`src/rtl/exc_pkg.sv`:
```
// Shared constants and types for exception / ERTN commit sequencing.
// Holds LoongArch ecode values, the FSM state encoding, the event kind and
// the captured-exception payload, plus the BADV selection helpers.
package exc_pkg;

   // Exception codes
   localparam logic [5:0] ECODE_INT  = 6'h00;
   localparam logic [5:0] ECODE_ADE  = 6'h08;
   localparam logic [5:0] ECODE_ALE  = 6'h09;
   localparam logic [5:0] ECODE_SYS  = 6'h0B;
   localparam logic [5:0] ECODE_BRK  = 6'h0C;
   localparam logic [5:0] ECODE_INE  = 6'h0D;
   localparam logic [5:0] ECODE_TLBR = 6'h3F;

   localparam logic [8:0] ESUBCODE_ADEF = 9'd0;

   // FSM state encoding
   localparam logic [1:0] ST_IDLE     = 2'd0;
   localparam logic [1:0] ST_COMMIT   = 2'd1;
   localparam logic [1:0] ST_DRAIN    = 2'd2;
   localparam logic [1:0] ST_REDIRECT = 2'd3;

   typedef enum logic {
      EV_EX   = 1'b0,
      EV_ERTN = 1'b1
   } ev_kind_e;

   // Exception payload captured from WB
   typedef struct packed {
      logic [5:0]  ecode;
      logic [8:0]  esubcode;
      logic [31:0] era;
      logic [31:0] badv;
   } exc_rec_t;

   // Address-class exceptions are the only ones that update BADV
   function automatic logic badv_needed(input logic [5:0] ecode);
      return (ecode == ECODE_ADE) || (ecode == ECODE_ALE);
   endfunction

   // Fetch-side ADE reports the PC itself; everything else the data address
   function automatic logic [31:0] badv_sel(input logic [5:0]  ecode,
                                            input logic [8:0]  esubcode,
                                            input logic [31:0] pc,
                                            input logic [31:0] vaddr);
      return ((ecode == ECODE_ADE) && (esubcode == ESUBCODE_ADEF)) ? pc : vaddr;
   endfunction

endpackage

```
`src/rtl/exc_flush_ctrl_sat_counter.sv`:
```
// Saturating up-counter used for exception/ERTN event statistics.
// Ports: clk, resetn (async active-low), inc (count enable), count (W bits,
// sticks at all-ones).
module sat_counter #(
   parameter int unsigned W = 16
) (
   input  logic         clk,
   input  logic         resetn,
   input  logic         inc,
   output logic [W-1:0] count
);

   always_ff @(posedge clk or negedge resetn) begin
      if (!resetn) begin
         count <= '0;
      end else if (inc && (count != {W{1'b1}})) begin
         count <= count + W'(1);
      end
   end

endmodule

```
`src/rtl/exc_flush_ctrl.sv`:
```
// Exception / ERTN commit and pipeline flush controller.
// Captures a WB exception or ertn, pulses the CSR commit strobes one cycle
// later, keeps the pipeline flushed for FLUSH_CYCLES drain cycles and then
// offers the redirect PC to IF over a valid/ready handshake.
// Ports:
//   clk, resetn                      clock, async active-low reset
//   wb_ex/wb_ecode/wb_esubcode/...   WB exception event and its attributes
//   ertn_flush                       WB ertn event
//   csr_eentry, csr_era              redirect targets from the CSR file
//   csr_*_we / csr_*_wdata           one-cycle CSR commit strobes and data
//   pipe_flush                       combinational kill of IF..WB
//   redirect_valid/pc/ready          redirect handshake towards IF
//   busy                             controller not idle
//   ex_count, ertn_count             event counters (EXC_STATS_EN only)
// Optional feature macro: EXC_STATS_EN.
module exc_flush_ctrl
   import exc_pkg::*;
#(
   parameter int unsigned FLUSH_CYCLES = 2,
   parameter int unsigned STAT_W       = 16
) (
   input  logic              clk,
   input  logic              resetn,
   input  logic              wb_ex,
   input  logic [5:0]        wb_ecode,
   input  logic [8:0]        wb_esubcode,
   input  logic [31:0]       wb_pc,
   input  logic [31:0]       wb_vaddr,
   input  logic              ertn_flush,
   input  logic [31:0]       csr_eentry,
   input  logic [31:0]       csr_era,
   output logic              csr_ex_we,
   output logic              csr_ertn_we,
   output logic [5:0]        csr_ecode,
   output logic [8:0]        csr_esubcode,
   output logic [31:0]       csr_era_wdata,
   output logic              csr_badv_we,
   output logic [31:0]       csr_badv_wdata,
   output logic              pipe_flush,
   output logic              redirect_valid,
   output logic [31:0]       redirect_pc,
   input  logic              redirect_ready,
   output logic              busy
`ifdef EXC_STATS_EN
   ,
   output logic [STAT_W-1:0] ex_count,
   output logic [STAT_W-1:0] ertn_count
`endif
);

   localparam int unsigned CNT_W = 4;
   localparam logic [CNT_W-1:0] DRAIN_INIT =
      CNT_W'((FLUSH_CYCLES == 0) ? 0 : FLUSH_CYCLES - 1);

   logic [1:0]       state_q, state_d;
   logic [CNT_W-1:0] cnt_q, cnt_d;
   logic             capture;
   ev_kind_e         kind;
   logic             ex_we_d, ertn_we_d, badv_we_d, rv_d, busy_d;
   exc_rec_t         rec_q;

   // Next-state and registered-output decode
   always_comb begin
      state_d   = state_q;
      cnt_d     = cnt_q;
      capture   = 1'b0;
      kind      = EV_EX;
      case (state_q)
         ST_IDLE: begin
            // wb_ex has priority; a simultaneous ertn is dropped
            if (wb_ex) begin
               capture = 1'b1;
               kind    = EV_EX;
               state_d = ST_COMMIT;
            end else if (ertn_flush) begin
               capture = 1'b1;
               kind    = EV_ERTN;
               state_d = ST_COMMIT;
            end
         end
         ST_COMMIT: begin
            if (FLUSH_CYCLES == 0) begin
               state_d = ST_REDIRECT;
            end else begin
               state_d = ST_DRAIN;
               cnt_d   = DRAIN_INIT;
            end
         end
         ST_DRAIN: begin
            if (cnt_q == '0) begin
               state_d = ST_REDIRECT;
            end else begin
               cnt_d = cnt_q - CNT_W'(1);
            end
         end
         ST_REDIRECT: begin
            if (redirect_ready) begin
               state_d = ST_IDLE;
            end
         end
         default: state_d = ST_IDLE;
      endcase
      // Strobes are registered so they appear in the COMMIT cycle
      ex_we_d   = capture && (kind == EV_EX);
      ertn_we_d = capture && (kind == EV_ERTN);
      badv_we_d = ex_we_d && badv_needed(wb_ecode);
      rv_d      = (state_d == ST_REDIRECT);
      busy_d    = (state_d != ST_IDLE);
   end

   // State and control-output registers
   always_ff @(posedge clk or negedge resetn) begin
      if (!resetn) begin
         state_q        <= ST_IDLE;
         cnt_q          <= '0;
         csr_ex_we      <= 1'b0;
         csr_ertn_we    <= 1'b0;
         csr_badv_we    <= 1'b0;
         redirect_valid <= 1'b0;
         busy           <= 1'b0;
      end else begin
         state_q        <= state_d;
         cnt_q          <= cnt_d;
         csr_ex_we      <= ex_we_d;
         csr_ertn_we    <= ertn_we_d;
         csr_badv_we    <= badv_we_d;
         redirect_valid <= rv_d;
         busy           <= busy_d;
      end
   end

   // Event payload capture; held until the next accepted event
   always_ff @(posedge clk or negedge resetn) begin
      if (!resetn) begin
         rec_q       <= '0;
         redirect_pc <= '0;
      end else if (capture) begin
         if (kind == EV_EX) begin
            rec_q       <= '{ecode:    wb_ecode,
                             esubcode: wb_esubcode,
                             era:      wb_pc,
                             badv:     badv_sel(wb_ecode, wb_esubcode, wb_pc, wb_vaddr)};
            redirect_pc <= csr_eentry;
         end else begin
            redirect_pc <= csr_era;
         end
      end
   end

   assign csr_ecode      = rec_q.ecode;
   assign csr_esubcode   = rec_q.esubcode;
   assign csr_era_wdata  = rec_q.era;
   assign csr_badv_wdata = rec_q.badv;

   // Same-cycle kill on the WB event, held until the redirect is taken;
   // forced low while reset is asserted
   assign pipe_flush = resetn && ((state_q != ST_IDLE) || wb_ex || ertn_flush);

`ifdef EXC_STATS_EN
   sat_counter #(.W(STAT_W)) u_ex_cnt (
      .clk    (clk),
      .resetn (resetn),
      .inc    (csr_ex_we),
      .count  (ex_count)
   );

   sat_counter #(.W(STAT_W)) u_ertn_cnt (
      .clk    (clk),
      .resetn (resetn),
      .inc    (csr_ertn_we),
      .count  (ertn_count)
   );
`else
   logic [STAT_W-1:0] unused_stat_w;
   assign unused_stat_w = '0;
`endif

endmodule

```
`config.mk`:
```
export PLATFORM = sky130hd
export DESIGN_NAME = exc_flush_ctrl
export DESIGN_NICKNAME = d
export VERILOG_FILES = /design/src/rtl/exc_pkg.sv /design/src/rtl/exc_flush_ctrl_sat_counter.sv /design/src/rtl/exc_flush_ctrl.sv
export SDC_FILE = /design/constraint.sdc
export NUM_CORES = 1
export LEC_CHECK = 0
export ABC_AREA = 0
export CAP_MARGIN = 20
export CORE_ASPECT_RATIO = 0.9
export CORE_MARGIN = 2
export CORE_UTILIZATION = 45
export CTS_BUF_LIST = sky130_fd_sc_hd__clkbuf_8
export DETAILED_ROUTE_END_ITERATION = 16
export GPL_ROUTABILITY_DRIVEN = 0
export PLACE_DENSITY = 0.95
export SETUP_SLACK_MARGIN = 0.4
export SLEW_MARGIN = 15
export SYNTH_ARGS = -nofsm -noshare
export SYNTH_HDL_FRONTEND = slang
export SYNTH_SLANG_ARGS = --single-unit
```
`constraint.sdc`:
```
create_clock -name clk -period 3.3 [get_ports clk]
set_clock_uncertainty 0.2 [all_clocks]
set_input_delay 0.66 -clock clk [delete_from_list [all_inputs] [get_ports clk]]
set_output_delay 0.66 -clock clk [all_outputs]
set_load 0.05 [all_outputs]
```
==> results_dict.tcl <==
set metrics [dict create \
    outcome "complete, no violations" \
    first_pass_iters 6 \
    placed_cells 837 \
    synthAdderAreaFrac_pct 0.220 \
    rr_worst_depth 4 \
    num_vias 4526 \
    multiInputGateArea_um2 2300 \
    track_usage_pct 24.3 \
    yosysSeqAreaShare_pct 53.7 \
    cts_buffers 17 \
    worst_setup_path_end_kind "primary output" \
    worstPathArrival_ns 1.73 \
    clkTransAtPathRegs_ns 0.07 \
    final_layout_size_suffix_gt1_share_pct 13.3 \
    slew_viol_final 0 \
    synth_xor_xnor_area_share_pct 0 \
    cts_hold_buf 0 \
    rsz0062_at_grt "false" \
    clock.fmax_ghz 0.387 \
    dp_hpwl_mm 11.8 \
    final_antenna_net_count 0 \
    cts_htree_levels 4 \
    synth_top_family_by_area "multiplexers" \
    root_buffer "clkbuf_8" \
    post-route-min-period_ns 2.59 \
    worstSetupPathType "input port to primary output" \
    cts_tree "built" \
    p_per_area_nw_per_um2 1100 \
    coreArea_um2 12200 \
    ioPinCount 265 \
    diodes 0 \
    yosysWarnings 0 \
    clockBufferDepth 2 \
    grt-ovfl-total 0 \
    synth_mux_area_share_pct 32.0 \
    area_growth_pct 55.2 \
    start_util_pct 46.7 \
    post-route-period-util_pct 78.3 \
    grt_pass1_wl_mm 25.3 \
    hold_viol 0 \
    fin_area_um2 8820 \
    total_leakage_power_nw 3.51 \
    num-fill-cells 789 \
    report.final.setup_viol 0 \
    syn_nets 582 \
    crit_fanout 4 \
    final_util_pct 72.5 \
    wl_mm 16.1 \
    netlist_instances 433 \
    routedWlPerCell_um 18.6 \
    synthSimpleGateAreaFrac_pct 2.95 \
    synth.avg_cell_area_um2 13.1 \
    synth-async-reset-ratio_pct 100 \
    synth-compound-area-share_pct 5.19 \
    hp-class "input port to async pin" \
    critPathRequiredTime_ns 2.44 \
    worst_pin_slew_ns 0.836 \
    grt_pass1_vias 5062 \
    die_h_um 111 \
    maxCapViolations 0 \
    yosys_register_bits 122 \
    cts.sinks 122 \
    antenna_found_initial 0 \
    placed_cell_area_um2 8450 \
    row_count 38 \
    postCtsSetupBuffers 0 \
    irDropWorstVdd_uv 752 \
    critPathLaunchType "input port" \
    synth.distinct_cells 33 \
    grt_start_max_net_pins 66 \
    die_area_um2 13500 \
    synth_edf_count 0 \
    port_buffers 264 \
    setup_tns_ns 0 \
    seqCellArea_um2 3050 \
    final_cells 868 \
    ys.flop_type "dfrtp_1" \
    layout.nets 845 \
    syn_area_um2 5680 \
    fp.dieW_um 122 \
    slew_headroom_pct 44.2 \
    via_per_inst 5.21 \
    cts_resized 0 \
    drt_iter0_markers 189 \
    drc 0 \
    insertion_delay_ns 0.43 \
]
[where the power goes]
| group | total (mW) | internal (mW) | switching (mW) | leakage, nW |
|---|---|---|---|---|
| logic | 5.72 | 2.12 | 3.59 | 1.82 |
| clock network | 1.25 | 0.689 | 0.565 | 0.207 |
| registers | 2.74 | 2.22 | 0.519 | 1.48 |
[through the flow]
step	hold slack [ns]	worst slack, ns	power [mW]
after floorplan	0.164	1.13	6.46
after global placement	0.289	0.575	8.26
after detailed placement	0.294	0.477	8.48
after CTS	0.192	0.683	9.79
after global routing	0.247	0.651	10.2
final	0.202	0.715	9.71
[routing by layer]
layer  share of wire [%]  GRT usage (%)  vias to the layer above
li1                    -              -                     2082
met1                  36           25.4                     2208
met2                  52           43.9                      206
met3                 9.0           9.09                       30
met4                 2.1           8.89                        0
met5                   0              0                        -
[worst max-delay path, cell delays in order]
cell and delay, ns:
clkdlybuf4s50_1 0.51, o41a_1 0.36, buf_4 0.20
[area by class of cell]
cell class / instances / share of cell area [%]
Timing Repair Buffer: 274 / 31.3
Sequential cell: 122 / 34.6
Inverter: 35 / 1.49
Clock inverter: 12 / 1.22
Multi-Input combinational cell: 246 / 26.1
Clock buffer: 19 / 2.96
Tap cell: 160 / 2.27
[worst paths after layout]
check	end	slack (ns)	startpoint
min reg2reg	csr_era_wdata[15]$_DFFE_PN0P_	0.31	csr_era_wdata[15]$_DFFE_PN0P_
min in group clk	csr_era_wdata[15]$_DFFE_PN0P_	0.31	csr_era_wdata[15]$_DFFE_PN0P_
max	pipe_flush	0.71	wb_ex
max in group asynchronous	csr_badv_wdata[18]$_DFFE_PN0P_	2.09	resetn
min	redirect_pc[22]$_DFFE_PN0N_	0.20	resetn
max reg2reg	redirect_pc[5]$_DFFE_PN0N_	1.04	state_q[1]$_DFF_PN0_
[cells in the final DEF (no fill, tap or decap), types with 2 or more instances in the layout]
cell and count:
clkinv_2 8, o21ai_0 3, buf_12 4, nor3b_1 2, nand2_1 2, a2bb2oi_1 2, nor3_1 2, o22ai_1 33
buf_4 8, nor2b_1 2, clkdlybuf4s50_1 262, dfrtp_1 122, inv_1 37, mux2_2 47, clkbuf_8 19, nor2_1 2
nor4_1 5, bufinv_16 2, mux2i_1 129
[logic make-up after synthesis]
| kind of cell | Yosys count |
|---|---|
| mux | 176 |
| buf+inv | 65 |
| flops | 122 |
| compound gates | 45 |
| simple gates | 24 |
| fa+ha+maj | 1 |
[flip-flops by register name, indices dropped and copies added (netlist names)]
register / count
csr_era_wdata: 32
csr_esubcode: 9
csr_badv_we: 1
csr_ertn_we: 1
busy: 1
cnt_q: 4
csr_ecode: 6
redirect_valid: 1
redirect_pc: 32
csr_badv_wdata: 32
csr_ex_we: 1
state_q: 2
[Yosys cell counts, drive strengths merged (3+ instances only)]
master	n	area [um^2]
nor3b	3	27.5
buf	28	196
dfrtp	122	3050
mux2i	129	1290
inv	35	131
mux2	47	529
o22ai	33	206
o21ai	3	15.0
nor4	5	31.3
No activity file was read; power rests on OpenSTA's default activity.
